$ cat src/rtl/tok_pkg.sv
// Shared token encodings, matcher states and keyword constants for keyword_tokenizer.
package tok_pkg;

  typedef enum logic [1:0] {
    TOK_WORD  = 2'd0,
    TOK_BEGIN = 2'd1,
    TOK_END   = 2'd2,
    TOK_EOS   = 2'd3
  } tok_type_e;

  typedef enum logic [1:0] {
    ST_GAP   = 2'd0,
    ST_MATCH = 2'd1,
    ST_OTHER = 2'd2
  } match_state_e;

  localparam logic [7:0]  CHAR_SPACE = 8'h20;
  localparam logic [39:0] KW_BEGIN   = 40'h62_65_67_69_6e;
  localparam logic [23:0] KW_END     = 24'h65_6e_64;

  // Character at position i_idx of the selected keyword (0 = "begin", 1 = "end").
  function automatic logic [7:0] kw_char(input logic i_is_end, input logic [2:0] i_idx);
    logic [39:0] w_kw;
    w_kw = i_is_end ? {KW_END, 16'h0000} : KW_BEGIN;
    case (i_idx)
      3'd0:    kw_char = w_kw[39:32];
      3'd1:    kw_char = w_kw[31:24];
      3'd2:    kw_char = w_kw[23:16];
      3'd3:    kw_char = w_kw[15:8];
      3'd4:    kw_char = w_kw[7:0];
      default: kw_char = 8'h00;
    endcase
  endfunction

  function automatic logic [2:0] kw_len(input logic i_is_end);
    kw_len = i_is_end ? 3'd3 : 3'd5;
  endfunction

endpackage

$ cat src/rtl/tok_fifo2.sv
// Two-entry shift FIFO for tokens; accepts up to two pushes per cycle, head is always entry 0.
module tok_fifo2
  import tok_pkg::*;
#(
  parameter int LEN_W = 8
) (
  input  logic             clk,
  input  logic             reset,
  input  logic             i_push0,
  input  tok_type_e        i_type0,
  input  logic [LEN_W-1:0] i_len0,
  input  logic             i_push1,
  input  tok_type_e        i_type1,
  input  logic [LEN_W-1:0] i_len1,
  input  logic             i_pop,
  output logic             o_valid,
  output tok_type_e        o_type,
  output logic [LEN_W-1:0] o_len,
  output logic             o_empty
);

  logic [1:0]       r_count;
  logic             r_valid;
  logic             r_empty;
  tok_type_e        r_type0;
  tok_type_e        r_type1;
  logic [LEN_W-1:0] r_len0;
  logic [LEN_W-1:0] r_len1;

  logic [1:0]       w_count_nxt;
  tok_type_e        w_type0_nxt;
  tok_type_e        w_type1_nxt;
  logic [LEN_W-1:0] w_len0_nxt;
  logic [LEN_W-1:0] w_len1_nxt;
  logic             w_pop;

  assign w_pop = r_valid & i_pop;

  // Pop shifts entry 1 forward first; pushes then land at the first free slot.
  always_comb begin
    w_type0_nxt = r_type0;
    w_len0_nxt  = r_len0;
    w_type1_nxt = r_type1;
    w_len1_nxt  = r_len1;
    w_count_nxt = r_count;
    if (w_pop) begin
      w_type0_nxt = r_type1;
      w_len0_nxt  = r_len1;
      w_count_nxt = r_count - 2'd1;
    end else begin
      w_count_nxt = r_count;
    end
    if (i_push0) begin
      case (w_count_nxt)
        2'd0: begin
          w_type0_nxt = i_type0;
          w_len0_nxt  = i_len0;
          if (i_push1) begin
            w_type1_nxt = i_type1;
            w_len1_nxt  = i_len1;
            w_count_nxt = 2'd2;
          end else begin
            w_count_nxt = 2'd1;
          end
        end
        2'd1: begin
          w_type1_nxt = i_type0;
          w_len1_nxt  = i_len0;
          w_count_nxt = 2'd2;
        end
        default: begin
          w_count_nxt = 2'd2;
        end
      endcase
    end else begin
      w_type1_nxt = w_type1_nxt;
    end
  end

  // Status flags are registered from the next count so no path runs from i_pop to outputs.
  always_ff @(posedge clk or negedge reset) begin
    if (!reset) begin
      r_count <= 2'd0;
      r_valid <= 1'b0;
      r_empty <= 1'b1;
      r_type0 <= TOK_WORD;
      r_type1 <= TOK_WORD;
      r_len0  <= '0;
      r_len1  <= '0;
    end else begin
      r_count <= w_count_nxt;
      r_valid <= (w_count_nxt != 2'd0);
      r_empty <= (w_count_nxt == 2'd0);
      r_type0 <= w_type0_nxt;
      r_type1 <= w_type1_nxt;
      r_len0  <= w_len0_nxt;
      r_len1  <= w_len1_nxt;
    end
  end

  assign o_valid = r_valid;
  assign o_type  = r_type0;
  assign o_len   = r_len0;
  assign o_empty = r_empty;

endmodule

$ cat src/rtl/keyword_tokenizer.sv
// Splits a space-delimited byte stream into WORD/BEGIN/END/EOS tokens.
// Define CASE_FOLD_EN to fold 'A'-'Z' to lowercase before keyword matching.
module keyword_tokenizer
  import tok_pkg::*;
#(
  parameter int LEN_W = 8
) (
  input  logic             clk,
  input  logic             reset,
  input  logic             in_valid,
  input  logic [7:0]       in_data,
  input  logic             in_last,
  output logic             in_ready,
  output logic             tok_valid,
  output logic [1:0]       tok_type,
  output logic [LEN_W-1:0] tok_len,
  input  logic             tok_ready
);

  match_state_e     r_state;
  logic [2:0]       r_idx;
  logic             r_kw_end;
  logic [LEN_W-1:0] r_len;

  match_state_e     w_state_nxt;
  logic [2:0]       w_idx_nxt;
  logic             w_kw_end_nxt;
  logic [LEN_W-1:0] w_len_nxt;
  match_state_e     w_cur_state;
  logic [2:0]       w_cur_idx;
  logic             w_cur_kw;
  logic [LEN_W-1:0] w_cur_len;
  logic [7:0]       w_char;
  logic             w_accept;
  logic             w_is_space;
  logic             w_len_sat;
  logic             w_word_pending;
  tok_type_e        w_word_type;
  logic             w_push0;
  logic             w_push1;
  tok_type_e        w_type0;
  tok_type_e        w_type1;
  logic [LEN_W-1:0] w_len0;
  logic [LEN_W-1:0] w_len1;
  logic             w_in_ready;
  tok_type_e        w_fifo_type;

`ifdef CASE_FOLD_EN
  assign w_char = ((in_data >= 8'h41) && (in_data <= 8'h5a)) ? (in_data | 8'h20) : in_data;
`else
  assign w_char = in_data;
`endif

  assign w_accept   = in_valid & w_in_ready;
  assign w_is_space = (w_char == CHAR_SPACE);
  assign w_len_sat  = &r_len;

  // w_cur_* is the word as it stands after this character; it drives both the
  // next state and the type/length of any token emitted this cycle.
  always_comb begin
    w_cur_state    = r_state;
    w_cur_idx      = r_idx;
    w_cur_kw       = r_kw_end;
    w_cur_len      = r_len;
    w_state_nxt    = r_state;
    w_idx_nxt      = r_idx;
    w_kw_end_nxt   = r_kw_end;
    w_len_nxt      = r_len;
    w_push0        = 1'b0;
    w_push1        = 1'b0;
    w_type0        = TOK_WORD;
    w_type1        = TOK_EOS;
    w_len0         = '0;
    w_len1         = '0;
    w_word_pending = 1'b0;
    w_word_type    = TOK_WORD;

    if (!w_is_space) begin
      w_cur_len = w_len_sat ? r_len : (r_len + LEN_W'(1));
      case (r_state)
        ST_GAP: begin
          if (w_char == kw_char(1'b0, 3'd0)) begin
            w_cur_state = ST_MATCH;
            w_cur_kw    = 1'b0;
            w_cur_idx   = 3'd1;
          end else if (w_char == kw_char(1'b1, 3'd0)) begin
            w_cur_state = ST_MATCH;
            w_cur_kw    = 1'b1;
            w_cur_idx   = 3'd1;
          end else begin
            w_cur_state = ST_OTHER;
            w_cur_idx   = 3'd0;
          end
        end
        ST_MATCH: begin
          // A saturating length also demotes the word, so keywords never carry a clipped count.
          if (!w_len_sat && (r_idx < kw_len(r_kw_end)) && (w_char == kw_char(r_kw_end, r_idx))) begin
            w_cur_idx = r_idx + 3'd1;
          end else begin
            w_cur_state = ST_OTHER;
          end
        end
        default: begin
          w_cur_state = ST_OTHER;
        end
      endcase
    end else begin
      w_cur_len = r_len;
    end

    w_word_pending = w_is_space ? (r_state != ST_GAP) : 1'b1;
    if ((w_cur_state == ST_MATCH) && (w_cur_idx == kw_len(w_cur_kw))) begin
      w_word_type = w_cur_kw ? TOK_END : TOK_BEGIN;
    end else begin
      w_word_type = TOK_WORD;
    end

    if (w_accept) begin
      if (in_last || w_is_space) begin
        w_state_nxt  = ST_GAP;
        w_idx_nxt    = 3'd0;
        w_kw_end_nxt = 1'b0;
        w_len_nxt    = '0;
        if (w_word_pending) begin
          w_push0 = 1'b1;
          w_type0 = w_word_type;
          w_len0  = w_cur_len;
          w_push1 = in_last;
        end else begin
          w_push0 = in_last;
          w_type0 = TOK_EOS;
        end
      end else begin
        w_state_nxt  = w_cur_state;
        w_idx_nxt    = w_cur_idx;
        w_kw_end_nxt = w_cur_kw;
        w_len_nxt    = w_cur_len;
      end
    end else begin
      w_state_nxt = r_state;
    end
  end

  // Matcher state register.
  always_ff @(posedge clk or negedge reset) begin
    if (!reset) begin
      r_state  <= ST_GAP;
      r_idx    <= 3'd0;
      r_kw_end <= 1'b0;
      r_len    <= '0;
    end else begin
      r_state  <= w_state_nxt;
      r_idx    <= w_idx_nxt;
      r_kw_end <= w_kw_end_nxt;
      r_len    <= w_len_nxt;
    end
  end

  tok_fifo2 #(.LEN_W(LEN_W)) u_fifo (
    .clk     (clk),
    .reset   (reset),
    .i_push0 (w_push0),
    .i_type0 (w_type0),
    .i_len0  (w_len0),
    .i_push1 (w_push1),
    .i_type1 (w_type1),
    .i_len1  (w_len1),
    .i_pop   (tok_ready),
    .o_valid (tok_valid),
    .o_type  (w_fifo_type),
    .o_len   (tok_len),
    .o_empty (w_in_ready)
  );

  assign tok_type = w_fifo_type;
  assign in_ready = w_in_ready;

endmodule

$ cat config.mk
export PLATFORM = sky130hd
export DESIGN_NAME = keyword_tokenizer
export DESIGN_NICKNAME = d
export VERILOG_FILES = /design/src/rtl/tok_pkg.sv /design/src/rtl/tok_fifo2.sv /design/src/rtl/keyword_tokenizer.sv
export SDC_FILE = /design/constraint.sdc
export NUM_CORES = 1
export LEC_CHECK = 0
export CORE_MARGIN = 2
export CORE_UTILIZATION = 30
export CTS_CLUSTER_DIAMETER = 30
export CTS_CLUSTER_SIZE = 30
export DETAILED_ROUTE_END_ITERATION = 8
export GPL_TIMING_DRIVEN = 0
export HOLD_SLACK_MARGIN = 0.02
export MAX_ROUTING_LAYER = met4
export PLACE_DENSITY = 0.54
export SYNTH_ARGS = -nofsm -noshare
export SYNTH_HDL_FRONTEND = slang
export SYNTH_SLANG_ARGS = --single-unit
$ cat constraint.sdc
create_clock -name clk -period 5.1 [get_ports clk]
set_clock_uncertainty 0.15 [all_clocks]
set_input_delay 0.765 -clock clk [delete_from_list [all_inputs] [get_ports clk]]
set_output_delay 0.765 -clock clk [all_outputs]
set_load 0.02 [all_outputs]
==> results.py <==
metrics = {
    "run_status": {
        "status": "complete, no violations",
    },
    "placement": {
        "place_area_um2": 2690,
        "dp.final_hpwl_um": 4090,
        "gp_congestion": 0.840,
        "port-buffer-count": 23,
    },
    "worst_setup_path": {
        "slowest_delay_ns": 1.07,
        "endpoint_kind": "flip-flop",
        "reg2reg_slack_ns": 1.68,
        "startpoint": "in_data[0]",
        "rr_worst_depth": 11,
        "crit-reg2reg-launch": "r_kw_end$_DFFE_PN0P_",
        "crit_type": "in -> reg",
        "worstPathCellList": "clkdlybuf4s50_1 > nor4_1 > nand4b_1 > nor2_1 > o21ai_1 > nor3_1 > o22ai_1",
        "critical_path_buf_inv_count": 1,
        "path_max_fanout": 10,
        "rr_endpoint": "u_fifo.o_type[0]$_DFF_PN0_",
        "critPathRequiredTime_ns": 5.06,
        "critPathTopFamily": "simple AND/OR/NAND/NOR gates",
        "startpoint_type": "primary input",
        "cp_data_arrival_time_ns": 3.66,
        "crit_path_end": "u_fifo.o_len[6]$_DFF_PN0_",
        "cpMaxStageDelayCell": "nor3_1",
        "worst-path-stages": 7,
    },
    "floorplanning": {
        "initial_core_util_pct": 30.5,
        "dieWidth_um": 92.2,
        "fp.coreArea_um2": 7650,
        "die_y_um": 92.2,
        "io_pins": 25,
        "row_count": 32,
        "dieArea_um2": 8510,
    },
    "grt": {
        "grt_antenna_before_repair": 0,
        "first_global_vias": 1959,
        "grtUsageTotal_pct": 14.2,
        "grt_pass1_wl_um": 9410,
        "grt-ovfl-total": 0,
        "grt_max_degree": 39,
    },
    "timing": {
        "post-route-period-util_pct": 72.5,
        "finalSetupTns_ns": 0,
        "final_hold_viol_count": 0,
        "setup_viol": 0,
        "period_minus_slack_ns": 3.70,
        "tightest_slew_ns": 1.33,
        "drv_slew": 0,
        "fmax_mhz": 271,
        "rsz0062_at_grt": "no",
        "relSlewSlack_pct": 10.6,
    },
    "logic_synthesis": {
        "yosys.area.top_type": "dfrtp_1",
        "synth_common_cells": "dfrtp_1, nand2_1, o21ai_0",
        "yosys.area.top_type_share_pct": 39.6,
        "yosysSeqAreaShare_pct": 40.8,
        "ys.flop_type": "dfrtp_1",
        "syn_area_um2": 2340,
        "syn-instance-count": 261,
        "synth_most_common_cell": "dfrtp_1",
        "synth_area_leaders": "dfrtp_1, nand2_1, mux2i_1",
        "synth_warnings": 0,
        "synth_edf_count": 0,
        "syn_nets": 282,
        "syn_area_per_cell_um2": 8.95,
        "synthArstFlopShare_pct": 100,
        "synth_cell_types": 56,
        "ys_ff_latch": 38,
    },
    "drt": {
        "ant_nets": 0,
        "drt_iter0_markers": 102,
        "viasPerCell": 5.07,
        "wirelength_um": 5590,
        "drc": 0,
        "routedWlPerCell_um": 14.2,
        "drtPass1Iterations": 4,
        "vias": 1999,
    },
    "cells_and_area": {
        "multi_input_area_um2": 1290,
        "nets": 312,
        "final_area_um2": 2830,
        "diodes": 0,
        "area_growth_pct": 21.0,
        "num-fill-cells": 773,
        "seqCellArea_um2": 952,
        "drive_gt1_share_pct": 6.85,
    },
    "worst_hold_path": {
        "min_path_type": "reg -> reg",
    },
    "clock_network": {
        "insertion_delay_ns": 0.30,
        "cts-root-buf": "clkbuf_8",
        "postCtsSetupRepairBufs": 0,
        "cts.sinks": 38,
        "cts_resized": 0,
        "cts_tree": "yes",
        "cts_buffers": 5,
        "cts_max_level": 2,
        "clk_pin_slew_ns": 0.07,
        "hold_buffers": 0,
        "clk_path_buf_depth": 2,
    },
    "power": {
        "switching_share_pct": 36.8,
        "leakage_nw": 1.20,
        "power.internal_mw": 0.790,
        "p_clk_share_pct": 25.0,
        "comb_power_share_pct": 39.5,
        "pwr-share-seq_pct": 35.5,
        "p_per_area_nw_per_um2": 442,
        "ir_drop_uv": 235,
        "switching_power_mw": 0.459,
    },
    "flow_run": {
        "maxCapViolCount": 0,
    },
}
-- through the flow --
step | worst slack [ns] | cells | utilization (%) | total power, mW | hold WS, ns
6_report | 1.40 | 394 | 37.0 | 1.25 | 0.333
5_1_grt | 1.09 | 394 | 37.0 | 1.35 | 0.385
3_3_place_gp | 1.15 | 386 | 35.2 | 0.942 | 0.318
2_1_floorplan | 2.02 | 261 | - | 0.795 | 0.299
4_1_cts | 1.46 | 394 | 37.0 | 1.26 | 0.336
3_5_place_dp | 1.16 | 386 | 35.2 | 0.942 | 0.320
-- logic make-up (layout without fill, tap and decap cells) --
kind of cell | count (synthesis) | count (layout) | synth area share [%]
AND/OR/NAND/NOR | 102 | 102 | 22.6
adder cells (fa/ha/maj) | 8 | 8 | 4.29
XOR/XNOR | 10 | 10 | 3.75
AO/OA/AOI/OAI | 72 | 72 | 19.6
multiplexers | 12 | 12 | 5.14
buffers and inverters | 19 | 50 | 3.91
flip-flops | 38 | 38 | 40.8
-- cell usage in the layout, fill, tap and decap left out, drive strengths merged, types with 4 or more instances in the layout --
| master | netlist | final |
|---|---|---|
| ha | 8 | 8 |
| buf | 4 | 5 |
| nand2b | 7 | 7 |
| nand2 | 35 | 35 |
| o22ai | 11 | 11 |
| clkdlybuf4s50 | 0 | 22 |
| dfrtp | 37 | 37 |
| xor2 | 6 | 6 |
| nor2 | 18 | 18 |
| and3 | 6 | 6 |
| clkbuf | 6 | 11 |
| nor3 | 4 | 4 |
| a21oi | 14 | 14 |
| o21ai | 22 | 22 |
| mux2i | 12 | 12 |
| inv | 9 | 9 |
| nand4 | 4 | 4 |
| nand3 | 6 | 6 |
| xnor2 | 4 | 4 |
| and2 | 4 | 4 |
-- power by group through the flow --
stage                     Clock, mW  Sequential [mW]  Combinational [mW]
after floorplan                   0            0.458               0.337
after global placement            0            0.448               0.494
after detailed placement          0            0.448               0.493
after CTS                     0.318            0.443               0.496
after global routing          0.335            0.457               0.559
final                         0.312            0.443               0.494
-- worst reg2reg max path: cells and delay by family, from the launching register on --
kind / cells / cell delay [ns]
AO/OA/AOI/OAI: 6 / 1.20
adder cells (fa/ha/maj): 1 / 0.29
buffers and inverters: 2 / 0.34
flip-flops: 1 / 0.38
AND/OR/NAND/NOR: 2 / 1.01
-- worst min-delay path by stage --
stage	depth (start not counted)	startpoint	to
floorplan	2	u_fifo.r_len1[0]$_DFFE_PN0P_	u_fifo.r_len1[0]$_DFFE_PN0P_
global placement	2	u_fifo.r_len1[5]$_DFFE_PN0P_	u_fifo.r_len1[5]$_DFFE_PN0P_
detailed placement	2	u_fifo.r_len1[6]$_DFFE_PN0P_	u_fifo.r_len1[6]$_DFFE_PN0P_
CTS	2	u_fifo.r_len1[6]$_DFFE_PN0P_	u_fifo.r_len1[6]$_DFFE_PN0P_
global route	2	u_fifo.r_len1[3]$_DFFE_PN0P_	u_fifo.r_len1[3]$_DFFE_PN0P_
finish	2	u_fifo.r_len1[6]$_DFFE_PN0P_	u_fifo.r_len1[6]$_DFFE_PN0P_
-- flip-flops by register name, summed over array words and instances, names as in the netlist, 2 cells and up --
signal	flops
u_fifo.o_type	2
r_len	8
u_fifo.r_count	2
r_idx	3
u_fifo.r_len1	8
r_state	2
u_fifo.o_len	8
u_fifo.r_type1	2
-- final cells by class --
| class | count | area share (%) |
|---|---|---|
| Inverter | 9 | 1.20 |
| Tap cell | 102 | 4.52 |
| Buffer | 10 | 2.04 |
| Sequential cell | 38 | 33.7 |
| Clock buffer | 5 | 2.43 |
| Multi-Input combinational cell | 204 | 45.7 |
| Clock inverter | 3 | 2.43 |
| Timing Repair Buffer | 23 | 7.97 |
-- per-layer routing --
| metal | global-route usage (%) | vias to the layer above | share of wire (%) | routed length [um] |
|---|---|---|---|---|
| met5 | - | - | 0 | 0 |
| met1 | 19.6 | 947 | 51 | 2850 |
| li1 | - | 1010 | - | - |
| met2 | 21.2 | 31 | 44 | 2450 |
| met4 | 4.48 | 0 | 1.7 | 97 |
| met3 | 2.71 | 11 | 3.3 | 183 |
No activity file was read; power rests on OpenSTA's default activity.
